`config.mk`:
```
export PLATFORM = sky130hd
export DESIGN_NAME = mem_wb_multi
export DESIGN_NICKNAME = d
export VERILOG_FILES = /design/src/rtl/mem_wb_multi.sv
export SDC_FILE = /design/constraint.sdc
export NUM_CORES = 1
export LEC_CHECK = 0
export CORE_ASPECT_RATIO = 0.8
export CORE_MARGIN = 8
export CORE_UTILIZATION = 35
export DETAILED_ROUTE_END_ITERATION = 7
export GPL_ROUTABILITY_DRIVEN = 0
export PLACE_DENSITY = 0.67
export SLEW_MARGIN = 5
export SYNTH_ARGS = -nofsm -noshare
export SYNTH_HDL_FRONTEND = slang
export SYNTH_SLANG_ARGS = --single-unit
```
`constraint.sdc`:
```
create_clock -name clk -period 9.2 [get_ports clk]
set_input_delay 2.76 -clock clk [delete_from_list [all_inputs] [get_ports clk]]
set_output_delay 2.76 -clock clk [all_outputs]
set_load 0.02 [all_outputs]
```
`src/rtl/mem_wb_multi.sv`:
```
// MEM->WB pipeline register for NUM_CH register-write channels.
// Handles bubble/hold/freeze control, x0 suppression, same-cycle conflicts and a retire counter.
module mem_wb_multi #(
    parameter int NUM_CH = 2,
    parameter int DATA_W = 32,
    parameter int ADDR_W = 5,
    parameter int CNT_W  = 32
) (
    input  logic                     clk,
    input  logic                     rst,
    input  logic                     rdy,
    input  logic                     stall_cur,
    input  logic                     stall_next,
    input  logic                     flush,
    input  logic [NUM_CH*DATA_W-1:0] mem_rd_data,
    input  logic [NUM_CH*ADDR_W-1:0] mem_rd_addr,
    input  logic [NUM_CH-1:0]        mem_rd_enable,
    output logic [NUM_CH*DATA_W-1:0] wb_rd_data,
    output logic [NUM_CH*ADDR_W-1:0] wb_rd_addr,
    output logic [NUM_CH-1:0]        wb_rd_enable,
    output logic [CNT_W-1:0]         retire_cnt
);

    logic [NUM_CH-1:0] eff_en;
    logic [NUM_CH-1:0] filt_en;
    logic [CNT_W-1:0]  load_cnt;
    logic              bubble;

    assign bubble = flush || (stall_cur && !stall_next);

    // The youngest (highest-index) channel wins when several write the same register.
    always_comb begin
        eff_en   = '0;
        filt_en  = '0;
        load_cnt = '0;
        for (int i = 0; i < NUM_CH; i++) begin
            eff_en[i] = mem_rd_enable[i] && (mem_rd_addr[i*ADDR_W +: ADDR_W] != '0);
        end
        for (int i = 0; i < NUM_CH; i++) begin
            filt_en[i] = eff_en[i];
            for (int j = i + 1; j < NUM_CH; j++) begin
                if (eff_en[j] && (mem_rd_addr[j*ADDR_W +: ADDR_W] == mem_rd_addr[i*ADDR_W +: ADDR_W])) begin
                    filt_en[i] = 1'b0;
                end
            end
        end
        for (int i = 0; i < NUM_CH; i++) begin
            load_cnt = load_cnt + CNT_W'(filt_en[i]);
        end
    end

    always_ff @(posedge clk) begin
        if (rst) begin
            wb_rd_data   <= '0;
            wb_rd_addr   <= '0;
            wb_rd_enable <= '0;
            retire_cnt   <= '0;
        end else if (rdy) begin
            if (bubble) begin
                wb_rd_data   <= '0;
                wb_rd_addr   <= '0;
                wb_rd_enable <= '0;
            end else if (!stall_cur) begin
                wb_rd_data   <= mem_rd_data;
                wb_rd_addr   <= mem_rd_addr;
                wb_rd_enable <= filt_en;
                retire_cnt   <= retire_cnt + load_cnt;
            end
        end
    end

endmodule
```
==> results.sh, run 1 <==
export IMPL_clk_latency_ns=0.34
export IMPL_layout_common_cells="clkdlybuf4s50_1 (188), dfxtp_1 (108), nor2_1 (87)"
export IMPL_grt_total_usage_pct=16.9
export IMPL_num_fill_cells=1018
export IMPL_antenna_cells=0
export IMPL_fin_util_pct=55.5
export IMPL_layout_nets=698
export IMPL_h_tree_depth=3
export IMPL_timing_hold_ws_ns=0.499
export IMPL_port_buffers=189
export IMPL_die_x_microns=137
export IMPL_via_per_inst=5.23
export IMPL_syn_to_final_growth_pct=54.8
export IMPL_yosys_warnings=0
export IMPL_min_to="wb_rd_data[22]"
export IMPL_synth_ff_type="dfxtp_1"
export IMPL_path_delay_family="simple AND/OR/NAND/NOR gates"
export IMPL_ys_types=37
export IMPL_cp_slowest_cell="nand4_1"
export IMPL_ant_nets=0
export IMPL_ir_drop_mv=0.0970
export IMPL_place_ws_ns=2.19
export IMPL_first_global_vias=3953
export IMPL_hold_class="reg -> reg"
export IMPL_setup_viol=0
export IMPL_async_flop_share_pct=0
export IMPL_clock_path_buffers=2
export IMPL_worstPathRequired_ns=9.42
export IMPL_syn_avg_cell_area_sq_um=9.17
export IMPL_path_max_fanout=20
export IMPL_initial_core_util_pct=35.9
export IMPL_die_h_microns=113
export IMPL_hpwl_microns=9420
export IMPL_ys_seq_area_share_pct=52.5
export IMPL_syn_num_nets=533
export IMPL_numCtsBuffers=9
export IMPL_placedCellCount=751
export IMPL_status="finished, final reports clean"
export IMPL_path_clk_slew_ns=0.07
export IMPL_ys_seq_elements=108
export IMPL_cp_arrival_ns=6.95
export IMPL_finalInstanceArea_sq_mm=0.00637
export IMPL_cp_common_cell="nor4_1"
export IMPL_crit_buf_inv=1
export IMPL_antenna_found_initial=0
export IMPL_grt_pass1_wl_microns=21100
export IMPL_route_detailed_drc=0
export IMPL_routed_wl_microns=13500
export IMPL_rsz0062_at_grt="no"
export IMPL_worstSetupPathType="in -> reg"
export IMPL_syn_inst=449
export IMPL_io_pins=190
export IMPL_worstMarginPinSlew_ns=1.17
export IMPL_cts_resized=0
export IMPL_leakage_nw=2.17
export IMPL_maxCapViolCount=0
export IMPL_power_density_mw_per_mm2=153
export IMPL_drive_gt1_share_pct=4.04
export IMPL_min_from="wb_rd_data[22]"
export IMPL_drtPass1Iterations=4
export IMPL_synth_edff_count=0
export IMPL_startpoint_type="input port"
export IMPL_rr_worst_depth=6
export IMPL_grt_ovfl_total=0
export IMPL_post_cts_setup_buffers=0
export IMPL_finalHoldViolCount=0
export IMPL_finalCritPeriodShare_pct=73.1
export IMPL_core_area_sq_mm=0.0115
export IMPL_initialDrtViolationCount=274
export IMPL_cts_sinks=108
export IMPL_post_route_min_period_ns=6.72
export IMPL_slew_viol_final=0
export IMPL_reg2reg_to="retire_cnt[31]"
export IMPL_synthesis_area_sq_mm=0.00412
export IMPL_crit_path_start="mem_rd_addr[6]"
export IMPL_reg2reg_slack_ns=6.32
export IMPL_cpPeakStageDelay_ns=0.63
export IMPL_placed_area_sq_mm=0.00607
export IMPL_max_freq_mhz=149
export IMPL_rows=35
export IMPL_worstPathCellList="clkdlybuf4s50_1 > or4_1 > o21ai_0 > nor4_1 > or2_2 > fa_1 > and4b_1 > nand4_1 > nor4_1 > mux2_2"
export IMPL_wire_per_inst_microns=17.5
export IMPL_finalNonFillerCells=767
export IMPL_dieArea_sq_mm=0.0155
export IMPL_skew_ns=0.00803
export IMPL_cts_tree="done"
export IMPL_relSlewSlack_pct=22.2
export IMPL_finalSetupTns_ns=0
export IMPL_vias=4010
export IMPL_hold_buffers=0
export IMPL_worstHoldPathCells=2
export IMPL_worstReg2RegStart="retire_cnt[0]"
export IMPL_worstSetupEndpointType="flip-flop"
export IMPL_p_total_uw=976
export IMPL_grt_max_degree=112
export IMPL_setup_slack_ns=2.48
export IMPL_final_common_cell="clkdlybuf4s50_1"
export IMPL_clockRootBuffer="clkbuf_16"
-- flip-flops by register name, summed over array words and instances (netlist names) --
signal        flops
retire_cnt       32
wb_rd_addr       10
wb_rd_data       64
wb_rd_enable      2
-- power breakdown --
part	switching (mW)	leakage, nW	total (mW)	internal [mW]
registers	0.00477	0.874	0.481	0.476
clock network	0.176	0.146	0.388	0.213
logic	0.0499	1.15	0.107	0.0569
total	0.230	2.17	0.976	0.746
-- worst max-delay path by stage --
stage / slack, ns / to / depth (start not counted)
after floorplan: 3.04 / retire_cnt[30] / 12
after global placement: 2.26 / retire_cnt[31] / 10
after detailed placement: 2.19 / retire_cnt[31] / 10
after CTS: 2.52 / retire_cnt[31] / 10
after global routing: 2.23 / retire_cnt[27] / 10
final: 2.48 / retire_cnt[31] / 10
-- Yosys cell counts, drive strengths merged, types with 2 or more instances --
cell / instances / area share [%]
xnor2: 5 / 1.1
nor4: 3 / 0.46
and4: 3 / 0.64
a22oi: 74 / 13
or4: 15 / 2.8
dfxtp: 108 / 53
xor2: 9 / 1.9
buf: 8 / 0.94
o31ai: 12 / 2.2
nor3: 2 / 0.24
nor2: 87 / 7.9
nand2: 15 / 1.4
nor2b: 2 / 0.30
o21ai: 10 / 1.2
or3: 7 / 1.1
nand3: 9 / 1.1
and3: 5 / 0.76
clkbuf: 29 / 2.6
mux2: 2 / 0.55
a21oi: 20 / 2.4
inv: 3 / 0.27
nand4: 10 / 1.5
-- worst min-delay path: cells and delay by family, from the launching register on --
kind	cells	cell delay (ns)
AND/OR/NAND/NOR	1	0.07
flip-flops	1	0.33
AO/OA/AOI/OAI	1	0.06
-- metal layers --
| layer | share of wire (%) | track usage [%] | wire length [microns] | vias to the layer above |
|---|---|---|---|---|
| met5 | 0 | 0 | 0 | - |
| met4 | 1.7 | 5.64 | 226 | 0 |
| met3 | 8.7 | 7.17 | 1170 | 14 |
| met2 | 48 | 26.9 | 6460 | 118 |
| met1 | 42 | 19.9 | 5600 | 1920 |
| li1 | - | - | - | 1958 |
-- cell families after synthesis --
logic type / after synthesis / synth area share, %
AOI/OAI and AO/OA: 119 / 19.9
buffers and inverters: 40 / 3.86
xor gates and xnor gates: 14 / 2.98
DFF: 108 / 52.5
adders and majority gates: 2 / 0.790
muxes: 2 / 0.547
and+or+nand+nor: 164 / 19.3
-- area by class of cell --
| type | instances | area (sq um) | area share (%) |
|---|---|---|---|
| clock buffers | 9 | 225 | 3.53 |
| clock inverters | 7 | 73.8 | 1.16 |
| well taps | 148 | 185 | 2.91 |
| repair buffers | 191 | 1900 | 29.9 |
| multi-input cells | 301 | 1810 | 28.4 |
| inverters | 3 | 11.3 | 0.177 |
| flip-flops and latches | 108 | 2160 | 33.9 |
(Power assumes the default switching activity.)
==> inputs of run 2 (changes only) <==
--- a/config.mk
+++ b/config.mk
@@ -10,7 +10,7 @@
 export CORE_UTILIZATION = 35
 export DETAILED_ROUTE_END_ITERATION = 7
 export GPL_ROUTABILITY_DRIVEN = 0
-export PLACE_DENSITY = 0.67
+export PLACE_DENSITY = 0.69
 export SLEW_MARGIN = 5
 export SYNTH_ARGS = -nofsm -noshare
 export SYNTH_HDL_FRONTEND = slang
==> constraint.sdc (replaced) <==
create_clock -name clk -period 5.6 [get_ports clk]
set_input_delay 1.68 -clock clk [delete_from_list [all_inputs] [get_ports clk]]
set_output_delay 1.68 -clock clk [all_outputs]
set_load 0.02 [all_outputs]
==> run 2 against run 1 <==
Effect of this change: core utilization is 0.40 points higher; non-clock buffer count up 5; design area up 0.73%; critical path type unchanged; critical endpoint is now retire_cnt[30].
==> results.sh, run 2 (synthesized netlist as in run 1, its figures left out) <==
export IMPL_cp_slowest_cell="or4_4"
export IMPL_max_freq_mhz=191
export IMPL_routed_wl_microns=13400
export IMPL_final_common_cell="clkdlybuf4s50_1"
export IMPL_cts_tree="done"
export IMPL_cp_arrival_ns=5.46
export IMPL_cp_common_cell="nor4_1"
export IMPL_min_from="wb_rd_data[9]"
export IMPL_post_route_min_period_ns=5.24
export IMPL_worstPathCellList="clkdlybuf4s50_1 > or4_1 > o21ai_0 > nor4_1 > or2_2 > fa_1 > inv_1 > ha_1 > nand3_1 > or4_4 > nor4_1 > mux2_2"
export IMPL_wire_per_inst_microns=17.4
export IMPL_setup_slack_ns=0.363
export IMPL_power_density_mw_per_mm2=253
export IMPL_min_to="wb_rd_data[9]"
export IMPL_p_total_mw=1.62
export IMPL_clk_latency_ns=0.34
export IMPL_hold_class="reg -> reg"
export IMPL_clockRootBuffer="clkbuf_16"
export IMPL_path_delay_family="simple AND/OR/NAND/NOR gates"
export IMPL_path_clk_slew_ns=0.07
export IMPL_setup_viol=0
export IMPL_path_max_fanout=20
export IMPL_ir_drop_mv=0.149
export IMPL_drive_gt1_share_pct=4.81
export IMPL_finalHoldViolCount=0
export IMPL_worstHoldPathCells=2
export IMPL_finalCritPeriodShare_pct=93.5
export IMPL_clock_path_buffers=2
export IMPL_numCtsBuffers=9
export IMPL_worstReg2RegStart="retire_cnt[0]"
export IMPL_route_detailed_drc=0
export IMPL_finalSetupTns_ns=0
export IMPL_rows=35
export IMPL_layout_common_cells="clkdlybuf4s50_1 (188), dfxtp_1 (108), nor2_1 (87)"
export IMPL_grt_max_degree=112
export IMPL_worstSetupEndpointType="flip-flop"
export IMPL_timing_hold_ws_ns=0.499
export IMPL_leakage_nw=2.19
export IMPL_skew_ns=0.0128
export IMPL_initialDrtViolationCount=309
export IMPL_io_pins=190
export IMPL_post_cts_setup_buffers=0
export IMPL_worstPathRequired_ns=5.82
export IMPL_crit_buf_inv=2
export IMPL_grt_total_usage_pct=16.5
export IMPL_first_global_vias=3953
export IMPL_h_tree_depth=3
export IMPL_cp_depth=12
export IMPL_largest_reg_flops=64
export IMPL_cts_sinks=108
export IMPL_maxCapViolCount=0
export IMPL_hpwl_microns=9670
export IMPL_grt_pass1_wl_microns=20900
export IMPL_reg2reg_to="retire_cnt[30]"
export IMPL_rsz0062_at_grt="no"
export IMPL_die_h_microns=113
export IMPL_cts_resized=0
export IMPL_worstSetupPathType="in -> reg"
export IMPL_antenna_found_initial=0
export IMPL_grt_ovfl_total=0
export IMPL_vias=4032
export IMPL_ant_nets=0
export IMPL_drtPass1Iterations=4
export IMPL_die_x_microns=137
export IMPL_worstMarginPinSlew_ns=1.17
export IMPL_via_per_inst=5.22
export IMPL_layout_nets=703
export IMPL_top_regs="wb_rd_data (64), retire_cnt (32), wb_rd_addr (10)"
export IMPL_num_fill_cells=1029
export IMPL_status="finished, final reports clean"
export IMPL_hold_buffers=0
export IMPL_reg2reg_slack_ns=2.92
export IMPL_startpoint_type="input port"
export IMPL_regMostFlops="wb_rd_data"
export IMPL_relSlewSlack_pct=22.0
export IMPL_syn_to_final_growth_pct=56.0
export IMPL_place_ws_ns=0.0215
export IMPL_port_buffers=189
export IMPL_rr_worst_depth=8
export IMPL_initial_core_util_pct=35.9
export IMPL_antenna_cells=0
export IMPL_cpPeakStageDelay_ns=0.65
export IMPL_dieArea_sq_mm=0.0155
export IMPL_core_area_sq_mm=0.0115
export IMPL_slew_viol_final=0
## run 2: through the flow
step / util, % / std cells / area [sq um]
floorplan: - / 449 / 4120
global placement: 53.3 / 756 / 6110
detailed placement: 53.3 / 756 / 6110
CTS: 55.9 / 772 / 6420
global route: 55.9 / 772 / 6420
finish: 55.9 / 772 / 6420
## run 2: how the worst max path moves through the flow
stage | to | slack [ns] | from
finish | retire_cnt[30] | 0.36 | mem_rd_addr[7]
global route | retire_cnt[30] | 0.20 | mem_rd_addr[7]
CTS | retire_cnt[30] | 0.36 | mem_rd_addr[7]
detailed placement | retire_cnt[30] | 0.02 | mem_rd_addr[7]
global placement | retire_cnt[30] | 0.1 | mem_rd_addr[7]
floorplan | retire_cnt[30] | 0.52 | mem_rd_addr[6]
## run 2: report_power, final
part | switching, mW | leakage, nW | internal [mW]
logic | 0.0824 | 1.17 | 0.0948
registers | 0.00803 | 0.874 | 0.782
clock network | 0.292 | 0.150 | 0.364
total | 0.382 | 2.19 | 1.24
## run 2: area by class of cell
type | instances | area, sq um | share of cell area, %
Sequential cell | 108 | 2160 | 33.7
Inverter | 3 | 11.3 | 0.175
Multi-Input combinational cell | 301 | 1810 | 28.2
Clock buffer | 10 | 239 | 3.72
Tap cell | 148 | 185 | 2.88
Clock inverter | 6 | 68.8 | 1.07
Timing Repair Buffer | 196 | 1940 | 30.3
## run 2: worst register-to-register path, delay by kind of cell, from the launching register on
| family | cells | cell delay, ns |
|---|---|---|
| muxes | 1 | 0.37 |
| adders and majority gates | 2 | 0.60 |
| and+or+nand+nor | 3 | 1.09 |
| buffers and inverters | 2 | 0.16 |
| DFF | 1 | 0.36 |
## run 2: per-layer routing
metal	GRT usage [%]	vias to the layer above	share of wire (%)
li1	-	1971	-
met1	19.5	1933	42
met2	27.8	113	49
met3	5.98	15	7.6
met4	4.05	0	1.3
met5	0	-	0
